===== src/rtl/mem_access_stage.sv =====
`default_nettype none
// ============================================================================
// Module   : mem_access_stage
// Purpose  : Memory-access pipeline stage placed after the execute ALU.
//            Runs a req/ack handshake with data memory for LW/SW/LB/LBU/SB,
//            builds big-endian byte enables and replicated store data, and
//            produces the write-back value with sign/zero extension for byte
//            loads. Any other opcode passes aluResult straight to write-back.
//            Upstream is stalled through busy while a request is outstanding.
// Ports    : clock, reset_n         - clock, async active-low reset
//            enable_mem             - execute result valid
//            insn, aluResult, rtData - instruction, address/result, store data
//            mem_req/we/addr/be/wdata, mem_ack, mem_rdata - memory handshake
//            wbData, wb_valid       - write-back value and its 1-cycle strobe
//            busy                   - stage occupied (state == REQ)
//            misaligned, timeout    - 1-cycle event pulses
// Revision : 1.0 - initial release
// ============================================================================
module mem_access_stage #(
  parameter int MAX_WAIT = 15
) (
  input  logic        clock,
  input  logic        reset_n,
  input  logic        enable_mem,
  input  logic [31:0] insn,
  input  logic [31:0] aluResult,
  input  logic [31:0] rtData,
  output logic        mem_req,
  output logic        mem_we,
  output logic [31:0] mem_addr,
  output logic [3:0]  mem_be,
  output logic [31:0] mem_wdata,
  input  logic        mem_ack,
  input  logic [31:0] mem_rdata,
  output logic [31:0] wbData,
  output logic        wb_valid,
  output logic        busy,
  output logic        misaligned,
  output logic        timeout
);

  localparam logic [5:0] OP_LW  = 6'b100011;
  localparam logic [5:0] OP_SW  = 6'b101011;
  localparam logic [5:0] OP_LB  = 6'b100000;
  localparam logic [5:0] OP_LBU = 6'b100100;
  localparam logic [5:0] OP_SB  = 6'b101000;
  localparam logic [7:0] MAX_WAIT_C = 8'(MAX_WAIT);

  typedef enum logic [0:0] {
    ST_IDLE = 1'b0,
    ST_REQ  = 1'b1
  } state_t;

  state_t      state_q, state_d;
  logic [7:0]  wait_cnt_q, wait_cnt_d;
  logic        mem_we_q, mem_we_d;
  logic [31:0] mem_addr_q, mem_addr_d;
  logic [3:0]  mem_be_q, mem_be_d;
  logic [31:0] mem_wdata_q, mem_wdata_d;
  logic [31:0] wb_data_q, wb_data_d;
  logic        wb_valid_q, wb_valid_d;
  logic        misaligned_q, misaligned_d;
  logic        timeout_q, timeout_d;
  // Captured load attributes, needed when the ack returns.
  logic        is_load_q, is_load_d;
  logic        is_byte_q, is_byte_d;
  logic        is_signed_q, is_signed_d;
  logic [1:0]  offset_q, offset_d;

  logic [5:0]  opcode;
  logic        op_lw, op_sw, op_lb, op_lbu, op_sb;
  logic        op_mem, op_word;
  logic [3:0]  byte_be;
  logic [7:0]  rd_byte;
  logic [31:0] load_value;

  logic unused_insn_bits;
  assign unused_insn_bits = &{1'b0, insn[25:0]};

  assign opcode  = insn[31:26];
  assign op_lw   = (opcode == OP_LW);
  assign op_sw   = (opcode == OP_SW);
  assign op_lb   = (opcode == OP_LB);
  assign op_lbu  = (opcode == OP_LBU);
  assign op_sb   = (opcode == OP_SB);
  assign op_word = op_lw | op_sw;
  assign op_mem  = op_word | op_lb | op_lbu | op_sb;
  // Big-endian: offset 0 addresses bits [31:24], i.e. enable bit 3.
  assign byte_be = 4'b1000 >> aluResult[1:0];

  always_comb begin
    rd_byte = 8'h00;
    case (offset_q)
      2'd0:    rd_byte = mem_rdata[31:24];
      2'd1:    rd_byte = mem_rdata[23:16];
      2'd2:    rd_byte = mem_rdata[15:8];
      default: rd_byte = mem_rdata[7:0];
    endcase
    if (!is_byte_q)
      load_value = mem_rdata;
    else if (is_signed_q)
      load_value = {{24{rd_byte[7]}}, rd_byte};
    else
      load_value = {24'h000000, rd_byte};
  end

  always_comb begin
    state_d      = state_q;
    wait_cnt_d   = wait_cnt_q;
    mem_we_d     = mem_we_q;
    mem_addr_d   = mem_addr_q;
    mem_be_d     = mem_be_q;
    mem_wdata_d  = mem_wdata_q;
    wb_data_d    = wb_data_q;
    is_load_d    = is_load_q;
    is_byte_d    = is_byte_q;
    is_signed_d  = is_signed_q;
    offset_d     = offset_q;
    wb_valid_d   = 1'b0;
    misaligned_d = 1'b0;
    timeout_d    = 1'b0;

    case (state_q)
      ST_IDLE: begin
        // busy is low in IDLE, so enable_mem alone means accept.
        if (enable_mem) begin
          if (!op_mem) begin
            wb_valid_d = 1'b1;
            wb_data_d  = aluResult;
          end else if (op_word && (aluResult[1:0] != 2'b00)) begin
            misaligned_d = 1'b1;
          end else begin
            state_d     = ST_REQ;
            wait_cnt_d  = 8'd0;
            mem_addr_d  = {aluResult[31:2], 2'b00};
            mem_we_d    = op_sw | op_sb;
            mem_be_d    = op_word ? 4'b1111 : byte_be;
            mem_wdata_d = op_sb ? {4{rtData[7:0]}} : rtData;
            is_load_d   = op_lw | op_lb | op_lbu;
            is_byte_d   = op_lb | op_lbu;
            is_signed_d = op_lb;
            offset_d    = aluResult[1:0];
          end
        end
      end
      default: begin
        // Ack is checked first so an ack on the final wait edge wins.
        if (mem_ack) begin
          state_d = ST_IDLE;
          if (is_load_q) begin
            wb_valid_d = 1'b1;
            wb_data_d  = load_value;
          end
        end else begin
          wait_cnt_d = wait_cnt_q + 8'd1;
          if (wait_cnt_q + 8'd1 == MAX_WAIT_C) begin
            state_d   = ST_IDLE;
            timeout_d = 1'b1;
          end
        end
      end
    endcase
  end

  always_ff @(posedge clock or negedge reset_n) begin
    if (!reset_n) begin
      state_q      <= ST_IDLE;
      wait_cnt_q   <= 8'd0;
      mem_we_q     <= 1'b0;
      mem_addr_q   <= 32'd0;
      mem_be_q     <= 4'd0;
      mem_wdata_q  <= 32'd0;
      wb_data_q    <= 32'd0;
      wb_valid_q   <= 1'b0;
      misaligned_q <= 1'b0;
      timeout_q    <= 1'b0;
      is_load_q    <= 1'b0;
      is_byte_q    <= 1'b0;
      is_signed_q  <= 1'b0;
      offset_q     <= 2'd0;
    end else begin
      state_q      <= state_d;
      wait_cnt_q   <= wait_cnt_d;
      mem_we_q     <= mem_we_d;
      mem_addr_q   <= mem_addr_d;
      mem_be_q     <= mem_be_d;
      mem_wdata_q  <= mem_wdata_d;
      wb_data_q    <= wb_data_d;
      wb_valid_q   <= wb_valid_d;
      misaligned_q <= misaligned_d;
      timeout_q    <= timeout_d;
      is_load_q    <= is_load_d;
      is_byte_q    <= is_byte_d;
      is_signed_q  <= is_signed_d;
      offset_q     <= offset_d;
    end
  end

  assign mem_req    = (state_q == ST_REQ);
  assign busy       = (state_q == ST_REQ);
  assign mem_we     = mem_we_q;
  assign mem_addr   = mem_addr_q;
  assign mem_be     = mem_be_q;
  assign mem_wdata  = mem_wdata_q;
  assign wbData     = wb_data_q;
  assign wb_valid   = wb_valid_q;
  assign misaligned = misaligned_q;
  assign timeout    = timeout_q;

endmodule
`default_nettype wire


===== config.mk =====
export PLATFORM = sky130hd
export DESIGN_NAME = mem_access_stage
export DESIGN_NICKNAME = d
export VERILOG_FILES = /design/src/rtl/mem_access_stage.sv
export SDC_FILE = /design/constraint.sdc
export NUM_CORES = 1
export LEC_CHECK = 0
export CORE_MARGIN = 2
export CORE_UTILIZATION = 39
export DETAILED_ROUTE_END_ITERATION = 8
export GPL_ROUTABILITY_DRIVEN = 0
export HOLD_SLACK_MARGIN = 0.02
export PLACE_DENSITY = 0.73
export SLEW_MARGIN = 20
export SYNTH_ARGS = -nofsm -noshare
export SYNTH_HDL_FRONTEND = slang
export SYNTH_SLANG_ARGS = --single-unit
export TNS_END_PERCENT = 30

===== constraint.sdc =====
create_clock -name clock -period 1.9 [get_ports clock]
set_clock_uncertainty 0.05 [all_clocks]
set_input_delay 0.38 -clock clock [delete_from_list [all_inputs] [get_ports clock]]
set_output_delay 0.38 -clock clock [all_outputs]
set_load 0.02 [all_outputs]

Yosys cells after proc, flatten, opt, wreduce, memory -nomap -nowiden
Cells that the tools add are included.

operators by class
  add/sub/neg operators = 1
  multipliers = 0
  divide/modulo/power cells = 0
  order comparisons = 0
  equal/unequal tests = 13
  shift-type cells = 1
  mux-type cells = 33
  bitwise logic cells = 10
  reduce and logical (&&, ||, !) cells = 8

operators by type and width
  cell                   count
  $mux W32               8
  $mux W8                5
  $eq A6 B6 Y1 const B   5
  $pmux W8 S3            1
  $mux W1                18
  $reduce_and A4 Y1      3
  $add A8 B1 Y8 const B  1
  $eq A8 B4 Y1 const B   1
  $ne A2 B2 Y1 const B   4
  $or A1 B1 Y1           8
  $reduce_bool A2 Y1     3
  $mux W4                1
  $shr A4 B2 Y4 const A  1
  $eq A2 B1 Y1 const B   1
  $eq A2 B2 Y1 const B   1
  $logic_not A2 Y1       1
  $ne A2 B1 Y1 const B   1
  $not A1 Y1             2
  $logic_and A1 B1 Y1    1

storage, ports and cells
  bits in registers = 116
  bits in latches = 0
  memory bits (writable) = 0
  ROM bits = 0
  bits of input ports = 132
  output and inout port bits = 106
  memories = 0

Depth between registers and ports, before layout
Gate-level depths: netlist of the first run.

  depth after elaboration = 8
  gate-level depth with buffers = 7

Worst setup path before layout of the first run
OpenSTA, ideal clock, no wires.

  path type = reg-to-reg
  start = register state_q (netlist: busy)
  end = register offset_q[0]
  library setup time = 0.128 ns
  arrival time = 1.845 ns
  setup slack = -0.123 ns
  stages on the path, launching flop included = 7
  path through = dfrtp_1 nand2b_1 clkbuf_1 a211o_1 nor2_1 buf_2 mux2_1

between the ends
  cells in the longest elaborated chain, start to end = 2

RTL lines
  element                             RTL line  text
  from (decl)                         54        state_t state_q, state_d;
  from (signal assigned)              182       state_q <= state_d;
  $not A1 Y1 (no source line)         -
  $reduce_and A4 Y1 (no source line)  -
  to (signal assigned)                195       offset_q <= offset_d;
  to (decl)                           68        logic [1:0] offset_q, offset_d;

Every way passes these cells.
A chain may end at the register's enable or synchronous reset.

Worst setup path after layout of the first run
  start = input mem_rdata[7]
  end = register wb_data_q[11] (netlist: wbData[11])

between the ends
  cells in the longest elaborated chain, start to end = 6

RTL lines
  element               RTL line  text
  from (decl)           34        input logic [31:0] mem_rdata,
  $pmux W8 S3           93        case (offset_q)
  $mux W32              101       else if (is_signed_q)
  $mux W32              99        if (!is_byte_q)
  $mux W32              150       if (is_load_q) begin
  $mux W32              148       if (mem_ack) begin
  $mux W32              123       case (state_q)
  to (signal assigned)  188       wb_data_q <= wb_data_d;
  to (decl)             60        logic [31:0] wb_data_q, wb_data_d;

Every way passes these cells. The select of a mux whose other input is x is not followed.

==> results by group, run 1 <==
Detailed routing
  • DRT iter0 DRCs: 399
  • Top routing layer in use: met4
  • Final ANT Viol Nets: 0
  • Met2 WL: 9436 um
  • Detailed Route WL: 18510 um
  • Total number of vias: 4898
  • Pre-Repair DR Iteration Count: 5
  • M1 WL: 7596 um
  • Vias per inst: 5.491
  • Detailed-route DRC error count: 0
  • DR WL/cell: 20.76 um
  • Met3 WL: 947 um

Final layout
  • Commonest non-fill, non-tap cell in the layout: clkdlybuf4s50_1
  • Reg area: 0.002904 mm^2
  • Final Instance Count excl. Fillers: 892
  • Layout cell share with drive strength beyond 1: 0.2598
  • Nets: 833
  • Final Util: 0.6406
  • FILL cells: 1086
  • Multi-input combinational cell area: 0.002571 mm^2
  • Fin area: 0.008961 mm^2
  • Most frequent cells in the layout: 198 x clkdlybuf4s50_1, 115 x dfrtp_1, 69 x mux2_2, 43 x buf_4, 36 x a21oi_1
  • Diode count: 0
  • Synth-to-layout area growth: 59.16%

STA
  • RSZ-0062 raised after global routing: true
  • Slew Limit Fails: 0
  • Minimum clock period: 1878 ps
  • Highest clock rate: 532.4 MHz
  • Final WS setup: 21.71 ps
  • Count of final setup violators: 0
  • Final hold vios: 0
  • Final period utilization: 0.9886

Clock network
  • Clk_lat worst skew: 420 ps
  • H-tree depth: 4
  • Total CTS buffers: 17
  • Clock-pin slew on the worst setup and hold paths: 60 ps
  • Clock tree buffer depth: 2
  • CTS sink count: 116
  • TritonCTS clock tree: built
  • Root Buffer: clkbuf_16

Synth
  • Top post-synthesis cells by area: dfrtp_1 52%, mux2_2 14%, mux2_4 5.1%, a221o_1 3.6%, a21oi_1 3.2%
  • Syn Inst Count: 456
  • Syn_area_per_cell: 12.35 um^2
  • Mapped cell area: 0.005630 mm^2
  • FFs w/ async S/R, synth: 1.000
  • Fraction of the mapped netlist area in adder cells: 0.004444
  • Largest family of logic cells by synthesized area: multiplexers
  • Synth area leader: dfrtp_1
  • Compound-Gate Fraction of Synth Area: 0.1458
  • EDFF count, synth: 0
  • Netlist cell types: 51
  • YS warnings: 0
  • Post-Synth Simple-Gate Area: 0.06244
  • Mux contribution to synthesized area: 0.2269
  • Seq/Total Area, Yosys: 0.5156
  • Top cell type's share of synthesized area: 0.5156
  • Ys flop type: dfrtp_1
  • XOR/XNOR Fraction of Synth Area: 0.004667
  • Flops & latches, synth: 116

Floorplan
  • Die Area: 0.01541 mm^2
  • Die Ht: 124.2 um
  • CORE AREA: 0.01399 mm^2
  • Die W: 124.2 um
  • Ports: 238
  • Site Rows: 43
  • Starting Density: 0.4025

Setup path
  • Critical Path RT: 2150 ps
  • CP Launch Type: input pin
  • R2r setup slk: 30 ps
  • Crit-path max FO: 20
  • Reg-to-reg endpoint: wbData[11]
  • Crit path DAT: 2120 ps
  • Crit Path Category: in -> reg
  • Endpoint type of the worst setup path: flop
  • Worst r2r src: offset_q[0]
  • Reg2Reg Depth: 4

Power and ir drop
  • PwrDens: 1136 mW/mm^2
  • Worst vdd ir: 0.7350 mV
  • Power Total: 10180 uW
  • Leak: 0.003958 uW

Flow run
  • Max Cap Viol: 0

GRT
  • Overall Global Routing Usage: 0.2469
  • Vias in the first global route: 5092
  • First-pass GRT wire length: 28300 um
  • Total gr overflow: 0
  • Largest net degree at the start of global routing: 84
  • Initial antenna violation count: 0

Status
  • Status: finished clean

Placement
  • Area after DPL: 0.008174 mm^2
  • IO buf count: 209
  • Placed cells: 856
  • Dpl hpwl: 13310 um
  • Place WS: -568.1 ps

Min path
  • Hold Path Origin: is_load_q
  • Hold EP: is_load_q
  • Hold path depth: 1
  • Worst hold path class: reg -> reg
[repair_timing]
item,4_1_cts,5_1_grt
endpoints found under the setup margin,99,57
hold buffers,1,0
gates cloned,1,0
buffers inserted,2,0
pin swaps,3,2
gates resized for setup,16,9
endpoints found under the hold margin,116,0
[power breakdown]
| part | internal [uW] | switching, uW |
|---|---|---|
| registers | 3020 | 325 |
| logic | 1660 | 1480 |
| clock network | 2560 | 1130 |
| total | 7240 | 2940 |
[state kept, by name (all words and copies together), names as in the netlist]
signal and cells:
is_byte_q 1, timeout 1, mem_be 4, mem_addr 30
wb_valid 1, mem_we 1, busy 1, is_signed_q 1
mem_wdata 32, wbData 32, offset_q 2, misaligned 1
is_load_q 1, wait_cnt_q 8
[final cells by class]
class | instances | share of cell area
Clock inverter | 9 | 0.02206
Inverter | 7 | 0.003211
Multi-Input combinational cell | 298 | 0.2869
Clock buffer | 23 | 0.05334
Tap cell | 180 | 0.02513
Timing Repair Buffer | 259 | 0.2853
Sequential cell | 116 | 0.3241
[worst max path at each step]
stage | from | slack, ps | end | cells past startpoint
6_report | mem_rdata[7] | 20 | wbData[11] | 5
4_1_cts | offset_q[0] | -20 | wbData[17] | 4
5_1_grt | offset_q[0] | -40 | wbData[20] | 4
3_3_place_gp | insn[27] | -500 | mem_wdata[26] | 6
2_1_floorplan | insn[30] | 6 | mem_addr[10] | 5
3_5_place_dp | insn[27] | -570 | mem_wdata[29] | 5
[per-layer routing]
| metal | global-route usage | vias to the layer above |
|---|---|---|
| met3 | 0.05357 | 31 |
| met5 | 0 | - |
| met1 | 0.3152 | 2492 |
| li1 | - | 2209 |
| met4 | 0.1124 | 0 |
| met2 | 0.4013 | 166 |
[logic make-up after synthesis]
kind of cell	count (synthesis)
compound gates	118
xor+xnor	3
other cells	1
simple gates	65
flops	116
fa+ha+maj	2
buf+inv	43
mux	108
[cell usage after synthesis (2+ instances only)]
| cell type | instances |
|---|---|
| a21o_1 | 2 |
| mux2_4 | 19 |
| mux2_2 | 70 |
| a211oi_1 | 2 |
| dfrtp_1 | 116 |
| nor3_1 | 3 |
| nor2_1 | 13 |
| clkbuf_1 | 12 |
| nand2b_1 | 6 |
| and3_1 | 7 |
| a211o_1 | 2 |
| o211ai_1 | 10 |
| buf_6 | 3 |
| nand4_1 | 3 |
| nand3_1 | 3 |
| nor2b_1 | 2 |
| buf_2 | 11 |
| buf_1 | 4 |
| o31ai_1 | 7 |
| xor2_1 | 2 |
| nand2_1 | 18 |
| a31oi_1 | 5 |
| a21oi_1 | 36 |
| o221ai_1 | 4 |
| inv_1 | 6 |
| nor4_1 | 2 |
| o22ai_1 | 15 |
| o21a_1 | 3 |
| mux2i_1 | 17 |
| ha_1 | 2 |
| o21ai_0 | 7 |
| buf_4 | 6 |
| a221o_1 | 20 |
[critical path, cell delays in order]
cell and delay [ps]:
clkdlybuf4s50_1 440, mux4_2 490, and4_4 250, a221o_1 290, mux2_4 260
[metrics by stage]
stage / hold slack, ps / setup TNS [ps]
2_1_floorplan: 34.41 / 0
3_3_place_gp: 397.4 / -47460
3_5_place_dp: 406.9 / -51490
4_1_cts: 432.5 / -94.99
5_1_grt: 462.7 / -302.3
6_report: 433.2 / 0
(Power assumes the default switching activity.)
==> inputs of run 2 (changes only) <==
--- a/config.mk
+++ b/config.mk
@@ -5,12 +5,13 @@
 export SDC_FILE = /design/constraint.sdc
 export NUM_CORES = 1
 export LEC_CHECK = 0
+export ABC_CLOCK_PERIOD_IN_PS = 1900
 export CORE_MARGIN = 2
 export CORE_UTILIZATION = 39
 export DETAILED_ROUTE_END_ITERATION = 8
 export GPL_ROUTABILITY_DRIVEN = 0
 export HOLD_SLACK_MARGIN = 0.02
-export PLACE_DENSITY = 0.73
+export PLACE_DENSITY = 0.87
 export SLEW_MARGIN = 20
 export SYNTH_ARGS = -nofsm -noshare
 export SYNTH_HDL_FRONTEND = slang
==> constraint.sdc (replaced) <==
create_clock -name clock -period 1.9 [get_ports clock]
set_clock_uncertainty 0.05 [all_clocks]
set_input_delay 0.19 -clock clock [delete_from_list [all_inputs] [get_ports clock]]
set_output_delay 0.19 -clock clock [all_outputs]
set_load 0.02 [all_outputs]
==> run 2 against run 1 <==
  * Combinational power about the same
  * Cell count decreased by 1.5%
  * Flip-flop and latch count unchanged
  * Routed wire length about the same
  * Critical path type is now reg -> reg
  * Largest cell class unchanged
  * Largest power group is now sequential cells
==> results by group, run 2 (synthesis results as in run 1) <==
Status
  • Status: finished clean

Detailed routing
  • M1 WL: 7202 um
  • Top routing layer in use: met4
  • Pre-Repair DR Iteration Count: 7
  • Detailed Route WL: 18530 um
  • Vias per inst: 5.588
  • Detailed-route DRC error count: 0
  • Met2 WL: 9451 um
  • Final ANT Viol Nets: 0
  • DR WL/cell: 21.08 um
  • Total number of vias: 4912
  • DRT iter0 DRCs: 287
  • Met3 WL: 1098 um

Floorplan
  • Site Rows: 43
  • Starting Density: 0.4025
  • Die Area: 0.01541 mm^2
  • Ports: 238
  • Die Ht: 124.2 um
  • CORE AREA: 0.01399 mm^2
  • Die W: 124.2 um

Setup path
  • CP Launch Type: flop
  • Endpoint type of the worst setup path: flop
  • Crit Path Category: reg -> reg
  • Crit-path max cell delay: 520 ps
  • Crit-path max FO: 20
  • Crit path DAT: 2150 ps
  • Worst-path cell chain: mux4_2 -> and4_4 -> a221o_1 -> mux2_4
  • Reg-to-reg endpoint: wbData[10]
  • Slowest-stage cell, CP: mux4_2
  • Worst r2r src: offset_q[0]
  • Critical Path RT: 2150 ps
  • Critical Path Start: offset_q[0]
  • Reg2Reg Depth: 4
  • R2r setup slk: 3 ps

STA
  • Minimum clock period: 1897 ps
  • Normalized max-slew margin: 0.6436
  • Setup TNS: 0 ps
  • Slew at the pin closest to its max-slew limit: 529.6 ps
  • Slew Limit Fails: 0
  • Count of final setup violators: 0
  • Highest clock rate: 527.1 MHz
  • RSZ-0062 raised after global routing: true
  • Final period utilization: 0.9984
  • Final hold vios: 0

GRT
  • Initial antenna violation count: 0
  • First-pass GRT wire length: 28160 um
  • Vias in the first global route: 5123
  • Total gr overflow: 0
  • Overall Global Routing Usage: 0.2457
  • Largest net degree at the start of global routing: 46

Final layout
  • Commonest non-fill, non-tap cell in the layout: clkdlybuf4s50_1
  • FILL cells: 1071
  • Synth-to-layout area growth: 55.47%
  • Final Util: 0.6258
  • Layout cell share with drive strength beyond 1: 0.2403
  • Most frequent cells in the layout: 205 x clkdlybuf4s50_1, 115 x dfrtp_1, 68 x mux2_2, 36 x a21oi_1, 34 x buf_4
  • Diode count: 0
  • Fin area: 0.008753 mm^2
  • Nets: 823

Power and ir drop
  • Worst vdd ir: 0.5879 mV
  • PwrDens: 1103 mW/mm^2
  • Leak: 0.003849 uW

Placement
  • IO buf count: 209
  • Dpl hpwl: 13720 um
  • Area after DPL: 0.008134 mm^2

Clock network
  • H-tree depth: 4
  • Total CTS buffers: 17
  • Root Buffer: clkbuf_16
  • CTS sink count: 116
  • TritonCTS clock tree: built
  • Clock-pin slew on the worst setup and hold paths: 50 ps
  • Clk_lat worst skew: 420 ps
  • Post-CTS Setup Repair Bufs: 0
  • Clock tree buffer depth: 2

Flow run
  • Max Cap Viol: 0

Min path
  • Worst hold path class: in -> async
[run 2: final cells by class]
| type | instances | area [um^2] | area share |
|---|---|---|---|
| clock buffers | 25 | 515.5 | 0.05889 |
| clock inverters | 4 | 70.07 | 0.008005 |
| inverters | 7 | 28.78 | 0.003288 |
| multi-input cells | 298 | 2535 | 0.2896 |
| flip-flops and latches | 116 | 2904 | 0.3318 |
| well taps | 180 | 225.2 | 0.02573 |
| repair buffers | 249 | 2475 | 0.2827 |
[run 2: how the worst max path moves through the flow]
stage / endpoint / slack (ps) / depth (start not counted)
CTS: wbData[10] / 2 / 4
global route: wbData[26] / -40 / 4
detailed placement: wbData[10] / -340 / 6
floorplan: wbData[24] / 9 / 5
finish: wbData[10] / 3 / 4
global placement: mem_wdata[29] / -280 / 5
[run 2: where the power goes]
group | switching (uW) | internal [uW] | total [uW]
combinational | 1480 | 1660 | 3140
clock | 1050 | 2110 | 3160
sequential | 337 | 3020 | 3360
total | 2870 | 6790 | 9660
[run 2: metrics by stage]
stage | cells | total power [uW] | setup WS [ps] | hold slack [ps]
floorplan | 457 | 4817 | 9.490 | -155.6
global placement | 849 | 6391 | -283.8 | 103.5
detailed placement | 849 | 6507 | -335.6 | 116.6
CTS | 879 | 9712 | 2.002 | 216.0
global route | 879 | 10060 | -40.28 | 285.4
finish | 879 | 9659 | 2.952 | 254.5
[run 2: routing by layer]
layer,track usage,vias to the layer above
met5,0,-
met4,0.1278,0
met3,0.05861,56
li1,-,2187
met2,0.3996,223
met1,0.3037,2446
[run 2: critical path, delay by kind of cell (launching register included)]
family | cells | cell delay [ps]
multiplexers | 2 | 790
flip-flops | 1 | 370
AO/OA/AOI/OAI | 1 | 300
AND/OR/NAND/NOR | 1 | 270
[run 2: what timing repair did]
action / 4_1_cts / 5_1_grt
pin swaps: 1 / 0
resized for setup: 2 / 6
endpoints found under the hold margin: 30 / 0
hold buffers: 1 / 0
setup endpoints to repair: 9 / 35
